## src/rtl/mode2_pkg.sv

```systemverilog
// Shared state encoding, constants and helpers for the Mode 2 round controller.
package mode2_pkg;

    typedef enum logic [2:0] {
        IDLE,
        DELAY,
        SHOW,
        WAIT,
        SCORE,
        FAIL
    } state_t;

    localparam logic [23:0] BCD_NONE  = 24'h999999;
    localparam logic [15:0] LFSR_SEED = 16'hACE1;
    // Taps 16,14,13,11 as bit positions 15,13,12,10.
    localparam logic [15:0] LFSR_TAPS = 16'hB400;

    function automatic logic [15:0] lfsr_next(input logic [15:0] cur);
        return {cur[14:0], ^(cur & LFSR_TAPS)};
    endfunction

    function automatic logic [23:0] to_bcd6(input int unsigned value);
        logic [23:0] r;
        int unsigned v;
        r = '0;
        v = value;
        for (int i = 0; i < 6; i++) begin
            r[i*4 +: 4] = 4'(v % 10);
            v = v / 10;
        end
        return r;
    endfunction

endpackage

```

## src/rtl/bcd_counter6.sv

```systemverilog
// Six-digit BCD counter: clear, +1, +STEP, saturating at LIMIT (BCD) with a limit flag.
module bcd_counter6 #(
    parameter logic [23:0] LIMIT = 24'h009999,
    parameter logic [23:0] STEP  = 24'h000100
) (
    input  logic        cin,
    input  logic        reset,
    input  logic        clr,
    input  logic        inc,
    input  logic        add,
    output logic [23:0] count,
    output logic        at_limit
);

    function automatic logic [24:0] bcd_add(input logic [23:0] a, input logic [23:0] b);
        logic [24:0] r;
        logic [4:0]  d;
        logic        c;
        r = '0;
        c = 1'b0;
        for (int i = 0; i < 6; i++) begin
            d = {1'b0, a[i*4 +: 4]} + {1'b0, b[i*4 +: 4]} + {4'd0, c};
            if (d > 5'd9) begin
                d = d - 5'd10;
                c = 1'b1;
            end else begin
                c = 1'b0;
            end
            r[i*4 +: 4] = d[3:0];
        end
        r[24] = c;
        return r;
    endfunction

    logic [24:0] sum;
    logic [23:0] next_val;

    // BCD digits compare in the same order as their binary magnitude.
    always_comb begin
        sum      = bcd_add(count, add ? STEP : 24'h000001);
        next_val = (sum[24] || (sum[23:0] >= LIMIT)) ? LIMIT : sum[23:0];
    end

    assign at_limit = (count >= LIMIT);

    always_ff @(posedge cin) begin
        if (reset) begin
            count <= '0;
        end else if (clr) begin
            count <= '0;
        end else if (add || inc) begin
            count <= next_val;
        end
    end

endmodule

```

## src/rtl/mode2_round_ctrl.sv

```systemverilog
// Mode 2 pattern-match reaction round: random delay, show target, time the match in BCD ms.
// Define MODE2_PENALTY_EN to add PENALTY_MS for each new wrong non-zero pattern during WAIT.
module mode2_round_ctrl
    import mode2_pkg::*;
#(
    parameter int CLK_PER_MS   = 50000,
    parameter int MIN_DELAY_MS = 1000,
    parameter int DELAY_MASK   = 2047,
    parameter int TIMEOUT_MS   = 9999,
    parameter int PENALTY_MS   = 100
) (
    input  logic        cin,
    input  logic        reset,
    input  logic        selection,
    input  logic        key,
    input  logic [7:0]  sw,
    output logic [9:0]  light2,
    output logic        signal2,
    output logic [23:0] reaction_time,
    output logic [23:0] highscore_mode2,
    output logic        busy
);

    localparam int             PW          = (CLK_PER_MS > 1) ? $clog2(CLK_PER_MS) : 1;
    localparam logic [PW-1:0]  PRESC_LAST  = PW'(CLK_PER_MS - 1);
    localparam logic [10:0]    DMASK       = 11'(DELAY_MASK);
    localparam logic [15:0]    DMIN        = 16'(MIN_DELAY_MS);
    localparam logic [23:0]    TIMEOUT_BCD = to_bcd6(TIMEOUT_MS);
    localparam logic [23:0]    PENALTY_BCD = to_bcd6(PENALTY_MS);

    state_t        state, state_nx;
    logic [15:0]   lfsr;
    logic [PW-1:0] presc;
    logic          key_q;
    logic [15:0]   delay_cnt;
    logic [7:0]    target;
    logic [23:0]   count;
    logic          key_rise, tick, match, penalty, at_limit;
    logic          cnt_clr, cnt_inc, cnt_add;

    assign key_rise = key & ~key_q;
    assign tick     = (presc == PRESC_LAST);
    assign match    = (sw == target);

`ifdef MODE2_PENALTY_EN
    logic [7:0] sw_q;
    always_ff @(posedge cin) begin
        if (reset) sw_q <= '0;
        else       sw_q <= sw;
    end
    assign penalty = (sw != sw_q) && (sw != 8'h00) && !match;
`else
    assign penalty = 1'b0;
`endif

    bcd_counter6 #(
        .LIMIT(TIMEOUT_BCD),
        .STEP (PENALTY_BCD)
    ) u_react (
        .cin     (cin),
        .reset   (reset),
        .clr     (cnt_clr),
        .inc     (cnt_inc),
        .add     (cnt_add),
        .count   (count),
        .at_limit(at_limit)
    );

    // NOTE: every output of this block is defaulted first so no path can infer a latch.
    always_comb begin
        state_nx = state;
        cnt_clr  = 1'b0;
        cnt_inc  = 1'b0;
        cnt_add  = 1'b0;
        light2   = '0;
        signal2  = 1'b0;
        busy     = 1'b0;
        case (state)
            IDLE: begin
                if (key_rise && (sw == 8'h00)) state_nx = DELAY;
            end
            DELAY: begin
                light2[9] = 1'b1;
                busy      = 1'b1;
                if (sw != 8'h00)            state_nx = FAIL;
                else if (delay_cnt == 16'd0) state_nx = SHOW;
            end
            SHOW: begin
                light2   = {2'b10, target};
                busy     = 1'b1;
                cnt_clr  = 1'b1;
                state_nx = WAIT;
            end
            WAIT: begin
                light2 = {2'b10, target};
                busy   = 1'b1;
                // A match outranks both timeout and a coincident tick.
                if (match)         state_nx = SCORE;
                else if (at_limit) state_nx = FAIL;
                else if (penalty)  cnt_add  = 1'b1;
                else if (tick)     cnt_inc  = 1'b1;
            end
            SCORE: begin
                signal2  = 1'b1;
                state_nx = IDLE;
            end
            FAIL: begin
                light2[8] = 1'b1;
                if (key_rise) state_nx = IDLE;
            end
            default: state_nx = IDLE;
        endcase
        if (!selection) state_nx = IDLE;
    end

    // NOTE: registered state uses non-blocking assignments so every flop samples pre-edge values.
    always_ff @(posedge cin) begin
        if (reset) begin
            state           <= IDLE;
            lfsr            <= LFSR_SEED;
            presc           <= '0;
            key_q           <= 1'b0;
            delay_cnt       <= '0;
            target          <= 8'h01;
            reaction_time   <= '0;
            highscore_mode2 <= BCD_NONE;
        end else begin
            state <= state_nx;
            lfsr  <= lfsr_next(lfsr);
            key_q <= key;

            if (state_nx != state || tick) presc <= '0;
            else                           presc <= presc + 1'b1;

            if (state == IDLE && state_nx == DELAY) begin
                delay_cnt <= DMIN + {5'd0, lfsr[10:0] & DMASK};
                target    <= (lfsr[7:0] == 8'h00) ? 8'h01 : lfsr[7:0];
            end else if (state == DELAY && tick && delay_cnt != 16'd0) begin
                delay_cnt <= delay_cnt - 16'd1;
            end

            if (state == SCORE) begin
                reaction_time <= count;
                if (count < highscore_mode2) highscore_mode2 <= count;
            end else if (state == FAIL) begin
                reaction_time <= BCD_NONE;
            end
        end
    end

endmodule

```

## config.mk

```make
export PLATFORM = sky130hd
export DESIGN_NAME = mode2_round_ctrl
export DESIGN_NICKNAME = d
export VERILOG_FILES = /design/src/rtl/mode2_pkg.sv /design/src/rtl/bcd_counter6.sv /design/src/rtl/mode2_round_ctrl.sv
export SDC_FILE = /design/constraint.sdc
export NUM_CORES = 1
export LEC_CHECK = 0
export CORE_ASPECT_RATIO = 0.7
export CORE_MARGIN = 3
export CORE_UTILIZATION = 45
export DETAILED_ROUTE_END_ITERATION = 8
export PLACE_DENSITY_LB_ADDON = 0.05
export SETUP_SLACK_MARGIN = 0.2
export SLEW_MARGIN = 20
export SYNTH_ARGS = -nofsm -noshare
export SYNTH_HDL_FRONTEND = slang
export SYNTH_SLANG_ARGS = --single-unit
```

## constraint.sdc

```tcl
create_clock -name cin -period 8.9 [get_ports cin]
set_clock_uncertainty 0.2 [all_clocks]
set_input_delay 1.335 -clock cin [delete_from_list [all_inputs] [get_ports cin]]
set_output_delay 1.335 -clock cin [all_outputs]
set_load 0.01 [all_outputs]
```

After elaboration in Yosys (flattened, before gate mapping)
Index checks and enable logic that the tools add are counted.
{"block": "word_totals", "ff_bits": 132, "wordCells": 99, "output_inout_bits": 60, "inputBits": 12}
{"block": "op_classes", "n_reduce_logical": 20, "mux": 35, "bitwise_logic": 2, "magnitude_cmp": 9, "n_eq_ne": 9, "add_sub_neg": 15}
{"cell": "2-to-1 mux 24 bit", "count": 3}
{"cell": ">= comparator 24 x 16 -> 1 bit, second input constant", "count": 2}
{"cell": "2-to-1 mux 16 bit", "count": 2}
{"cell": "> comparator 5 x 4 -> 1 bit, second input constant", "count": 6}
{"cell": "adder 4 x 1 -> 5 bit", "count": 5}
{"cell": "less-than comparator 24 bit", "count": 1}
{"cell": "2-to-1 mux 4 bit", "count": 6}
{"cell": "subtractor 4 bit, second input constant", "count": 6}
{"cell": "2-to-1 mux 3 bit", "count": 7}
{"cell": "adder 16 x 1 -> 16 bit, second input constant", "count": 1}
{"cell": "== test 16 bit, second input constant", "count": 1}
{"cell": "logical NOT 16 bit", "count": 1}
{"cell": "logical NOT 8 bit", "count": 2}
{"cell": "2-to-1 mux 8 bit", "count": 2}
{"cell": "nonzero test 16 bit", "count": 1}
{"cell": "parity 16 bit", "count": 1}
{"cell": "subtractor 16 x 1 -> 16 bit, second input constant", "count": 1}
{"cell": "case mux 3 bit (5 select lines)", "count": 1}
{"cell": "2-to-1 mux 1 bit", "count": 14}
{"cell": "adder 10 x 11 -> 12 bit, first input constant", "count": 1}
{"cell": "== test 8 bit", "count": 1}
{"cell": "nonzero test 8 bit", "count": 1}
{"cell": "== test 3 x 1 -> 1 bit, second input constant", "count": 2}
{"cell": "== test 3 x 2 -> 1 bit, second input constant", "count": 2}
{"cell": "12 further kinds", "count": 20}

Depth between registers and ports, before layout
{"block": "logic_depth", "word_depth": 21, "ltp_mapped": 40, "ltp_nobuf": 37}

Cells and area by module
Synthesis repeated with hierarchy kept, for this count alone.
{"block": "hier_totals", "hier_cells": 951, "area_unflattened_um2": 7728.7}
{"mod": "mode2_round_ctrl", "cells_per_inst": 648, "area_per_inst_um2": 5492.8, "seq_area_each_um2": 2162.1, "n_inst": 1}
{"mod": "bcd_counter6", "cells_per_inst": 303, "area_per_inst_um2": 2235.9, "seq_area_each_um2": 480.5, "n_inst": 1}

Worst setup path after synthesis
Ideal clock, no wire load.
{"block": "synth_timing", "path_type": "register -> register", "startpoint": "register u_react.count[0]", "endpoint": "register u_react.count[2]", "period_less_slack_ns": 8.407, "required_ns": 8.625, "path_slack_ns": 0.493, "n_path_buf": 3, "setup_time_ns": 0.075, "path_stages_with_launch": 40, "t_arrival_ns": 8.132, "cell_sequence": "dfxtp_1 clkbuf_1 inv_1 ha_1 inv_1 ha_1 nor3b_1 a211oi_1 nor2_1 ha_1 ha_1 o21ai_0 mux2_2 nor2_1 ha_1 ha_1 clkbuf_1 o21a_1 [4 not listed] or2_2 a21oi_1 nor3_1 ha_1 ha_1 xnor2_1 ha_1 nand2_1 a32o_1 o21ai_0 ha_1 ha_1 nor4_1 o21a_1 o211a_1 clkbuf_1 nand4_1 o22ai_1"}
{"block": "synth_between", "elab_chain_cells": 21, "elab_cells_between_ends": 37, "classes_between": "12 x add/sub; 8 x order compare; 16 x mux; 1 x reduce/logical"}
{"element": "start, declared", "line": "bcd_counter6.sv:11", "text": "output logic [23:0] count,"}
{"element": "start signal, assigned", "line": "bcd_counter6.sv:52", "text": "count <= next_val;"}
{"element": "adder 4 x 1 -> 5 bit", "line": "bcd_counter6.sv:22", "text": "d = {1'b0, a[i*4 +: 4]} + {1'b0, b[i*4 +: 4]} + {4'd0, c};"}
{"element": "> comparator 5 x 4 -> 1 bit", "line": "bcd_counter6.sv:23", "text": "if (d > 5'd9) begin"}
{"element": "2-to-1 mux 1 bit", "line": "bcd_counter6.sv:23"}
{"element": "adder 4 x 1 -> 5 bit", "line": "bcd_counter6.sv:22"}
{"element": "> comparator 5 x 4 -> 1 bit", "line": "bcd_counter6.sv:23"}
{"element": "2-to-1 mux 1 bit", "line": "bcd_counter6.sv:23"}
{"element": "adder 4 x 1 -> 5 bit", "line": "bcd_counter6.sv:22"}
{"element": "> comparator 5 x 4 -> 1 bit", "line": "bcd_counter6.sv:23"}
{"element": "[5 not listed]"}
{"element": "> comparator 5 x 4 -> 1 bit", "line": "bcd_counter6.sv:23"}
{"element": "2-to-1 mux 1 bit", "line": "bcd_counter6.sv:23"}
{"element": "adder 4 x 1 -> 5 bit", "line": "bcd_counter6.sv:22"}
{"element": "subtractor 4 bit / > comparator 5 x 4 -> 1 bit (equally long branches)", "line": "bcd_counter6.sv:24, bcd_counter6.sv:23"}
{"element": "2-to-1 mux 4 bit", "line": "bcd_counter6.sv:23"}
{"element": ">= comparator 24 x 16 -> 1 bit", "line": "bcd_counter6.sv:41", "text": "next_val = (sum[24] || (sum[23:0] >= LIMIT)) ? LIMIT : sum[23:0];"}
{"element": "logical OR 1 bit", "line": "bcd_counter6.sv:41"}
{"element": "2-to-1 mux 24 bit", "line": "bcd_counter6.sv:41"}
Parallel ways exist; a longest one is shown, timed or not.
A chain may end at the register's enable or synchronous reset.

Worst setup path in the final report
{"block": "layout_timing", "startpoint": "register u_react.count[0]", "endpoint": "register u_react.count[7]"}
The elaborated chain is that of the path after synthesis.

==> results.rst <==
.. list-table::
   :header-rows: 1

   * - Metric
     - Value
   * - Data required time at the worst endpoint
     - 9020 ps
   * - Input/output buffers
     - 71
   * - Slew of the pin with the lowest slew margin
     - 1041 ps
   * - Initial Utilization
     - 0.4686
   * - Die Y
     - 113.3 um
   * - Final Critical Period
     - 8277 ps
   * - Worst max-slew margin expressed relative to the limit
     - 0.3029
   * - CP startpoint kind
     - register
   * - Final ANT Viol Nets
     - 0
   * - Initial detailed-routing violation count
     - 498
   * - Layout cell share with drive strength beyond 1
     - 0.08805
   * - Total Die Area
     - 18040 sq um
   * - Total half-perimeter wirelength after legalization and detailed placement
     - 13900 um
   * - Clock-pin slew on the worst setup and hold paths
     - 60 ps
   * - Setup-failing EPs final
     - 0
   * - Sequential share of power
     - 0.437
   * - Post-Syn Instances
     - 895
   * - Min-delay worst type
     - register to register
   * - Capture endpoint of the worst hold path
     - lfsr[15]
   * - Util after Layout
     - 0.5660
   * - Peak supply drop
     - 0.09632 mV
   * - N_diodes
     - 0
   * - Synth top area cells
     - dfxtp_1, ha_1, xnor2_1
   * - Top cell type's share of synthesized area
     - 0.3572
   * - Pins Over Slew Limit
     - 0
   * - Detailed-routing iteration count for the pre-antenna-repair pass
     - 4
   * - Largest net degree at the start of global routing
     - 71
   * - Netlist cell types
     - 68
   * - Worst hold path stage count
     - 1
   * - Reg-to-reg endpoint
     - u_react.count[7]
   * - Routed WL
     - 19010 um
   * - Maximum Capacitance Violations
     - 0
   * - YS warnings
     - 0
   * - Final number of hold-violating endpoints
     - 0
   * - Share of power burned in combinational logic
     - 0.026
   * - Via/cell ratio
     - 5.509
   * - Number of nets produced by synthesis
     - 953
   * - Total global routing overflow
     - 0
   * - Slowest cell on the critical path
     - ha_2
   * - Delay of the slowest cell on the worst path
     - 420 ps
   * - Maximum clock frequency
     - 120.8 MHz
   * - Depth of the worst register-to-register path
     - 36
   * - Synthesized area
     - 7397 sq um
   * - Power share of the clock group
     - 0.536
   * - Max clock buf depth
     - 2
   * - Startpoint of the tightest hold check path
     - lfsr[14]
   * - Share of synthesized flip-flops with an asynchronous set or reset
     - 0
   * - Highest fanout seen on the critical path
     - 11
   * - Average cell area after synthesis
     - 8.265 sq um
   * - Areal power density over the cells
     - 154.6 nW/um^2
   * - Clock tree from TritonCTS
     - done
   * - Clock buffers created by TritonCTS
     - 17
   * - Number of vias in the routed layout
     - 6467
   * - Core Area
     - 15790 sq um
   * - Data arrival time of the critical path
     - 8400 ps
   * - Summed negative setup slack over all endpoints
     - 0 ps
   * - Most frequent cell on the critical path
     - ha_1
   * - Register-to-register setup slack
     - 620 ps
   * - Number of antenna violations at the first check in global routing
     - 1
   * - Post-route fraction of the period consumed by the critical path
     - 0.9300
   * - Post-synthesis sequential area ratio
     - 0.3572
   * - Sw Pwr
     - 0.3201 mW
   * - RD Place Congestion
     - 0.8580
   * - Wire length of the first global-routing pass
     - 31270 um
   * - Unrepaired setup endpoints after global routing
     - no
   * - Count of fill cells added during filler insertion
     - 1467
   * - Number of placed I/O pins
     - 72
   * - Result of the run
     - finished, final reports clean
   * - Fraction of power spent switching nets
     - 0.2317
   * - Global-route usage over all layers
     - 0.2119
   * - Kind of critical path
     - register to register
   * - Register bit total from synthesis
     - 132
   * - Area Overhead vs Synth
     - 20.79%
   * - # DRC
     - 0
   * - EDFF count, synth
     - 0
   * - Largest area contributor in the netlist
     - dfxtp_1
   * - Top-count cell post-synth
     - dfxtp_1
   * - Clk Latency, worst-skew pair
     - 420 ps
   * - Leakage power
     - 3.305 nW
   * - Commonest cells post-synth
     - dfxtp_1, nor2_1, nand2_1, a21oi_1, ha_1
   * - Number of placement rows
     - 38
   * - Post-synth top flop
     - dfxtp_1
   * - Internal power
     - 1.061 mW
   * - Die W
     - 159.2 um
   * - Sink count of the clock tree
     - 132
   * - Launch instance of the worst register-to-register path
     - u_react.count[0]
   * - # nets final
     - 999
   * - Number of global-route vias before repair
     - 6018
   * - CP Capture Type
     - register
   * - CTS Root Buffer Type
     - clkbuf_16
   * - H-tree levels
     - 4
   * - WL/cell
     - 16.19 um
-- registers in the layout (all words and copies together) (netlist names) --
signal	count
delay_cnt	16
target	8
key_q	1
highscore_mode2	24
state	3
u_react.count	24
presc	16
reaction_time	24
lfsr	16
-- cell type report --
| type | count | area (sq um) | area share |
|---|---|---|---|
| clock buffer | 17 | 425.4 | 0.04761 |
| clock inverter | 15 | 190.2 | 0.02129 |
| inverter | 42 | 157.7 | 0.01764 |
| multi-input combinational | 667 | 4459 | 0.4991 |
| sequential | 132 | 2644 | 0.2959 |
| tap | 220 | 275.3 | 0.03081 |
| timing repair buffer | 81 | 783.3 | 0.08766 |
-- power by group through the flow --
| stage | registers [mW] | logic [mW] | clock network (mW) |
|---|---|---|---|
| after detailed placement | 0.617 | 0.0365 | 0 |
| after global placement | 0.617 | 0.0358 | 0 |
| after floorplan | 0.614 | 0.0257 | 0 |
| after CTS | 0.604 | 0.0367 | 0.755 |
| after global routing | 0.605 | 0.0407 | 0.781 |
| final | 0.604 | 0.0365 | 0.741 |
-- worst max-delay path, delay by kind of cell (launching register included) --
family,cells,cell delay [ps]
buffers and inverters,1,160
adders and majority gates,13,3300
AOI/OAI and AO/OA,10,1890
and+or+nand+nor,10,1900
xor gates and xnor gates,2,410
DFF,1,310
-- layer usage --
layer | track usage | vias to the layer above | wire [um]
met1 | 0.3202 | 3057 | 10060
met4 | 0.04956 | 0 | 156
met5 | 0 | - | 0
met3 | 0.04354 | 13 | 826
li1 | - | 3253 | -
met2 | 0.3083 | 144 | 7962
-- layout by cell type (no fill, tap or decap), types with 14 or more instances in the layout --
cell	synthesis	layout
clkdlybuf4s50_1	0	70
inv_1	42	42
o21ai_0	32	32
a21oi_1	52	51
mux2i_1	32	32
nor2_1	83	81
a31oi_1	15	14
nor2b_1	16	16
nand2b_1	35	35
clkbuf_16	0	17
ha_1	46	42
nor3_1	27	26
nand3_1	36	36
nand2_1	69	69
nand4_1	22	22
dfxtp_1	132	131
xnor2_1	37	35
-- stage by stage --
stage               hold slack, ps  std cells  power [mW]  cell area, sq um  setup WS, ps
finish                       208.6       1174       1.382              8935         622.6
global route                 220.0       1174       1.427              8935         134.8
CTS                          209.2       1172       1.396              8861         274.9
detailed placement           193.7       1140      0.6538              8228         39.75
global placement             195.4       1140      0.6528              8228         519.0
floorplan                    189.5        895      0.6402              7397         492.7
-- kinds of logic (layout without fill, tap and decap cells) --
group | after synthesis | in the layout | share of synthesized area
AO/OA/AOI/OAI | 158 | 158 | 0.1373
XOR/XNOR | 49 | 49 | 0.05802
adder cells (fa/ha/maj) | 47 | 47 | 0.07916
buffers and inverters | 96 | 155 | 0.05108
flip-flops | 132 | 132 | 0.3572
multiplexers | 35 | 35 | 0.04787
AND/OR/NAND/NOR | 378 | 378 | 0.2693
-- worst max path at each step --
stage | start | to | slack [ps] | cells past startpoint
6_report | u_react.count[0] | u_react.count[7] | 620 | 36
3_5_place_dp | u_react.count[1] | u_react.count[7] | 40 | 36
3_3_place_gp | u_react.count[1] | u_react.count[3] | 520 | 36
5_1_grt | u_react.count[0] | u_react.count[7] | 130 | 36
4_1_cts | u_react.count[1] | u_react.count[7] | 270 | 36
2_1_floorplan | u_react.count[0] | u_react.count[2] | 490 | 39
-- repair_timing --
| action | 4_1_cts | 5_1_grt |
|---|---|---|
| hold buffers | 0 | 0 |
| setup endpoints to repair | 15 | 16 |
| pin swaps | 0 | 2 |
| gates resized for setup | 5 | 11 |
| setup buffers | 0 | 2 |
No activity file was read; power rests on OpenSTA's default activity.
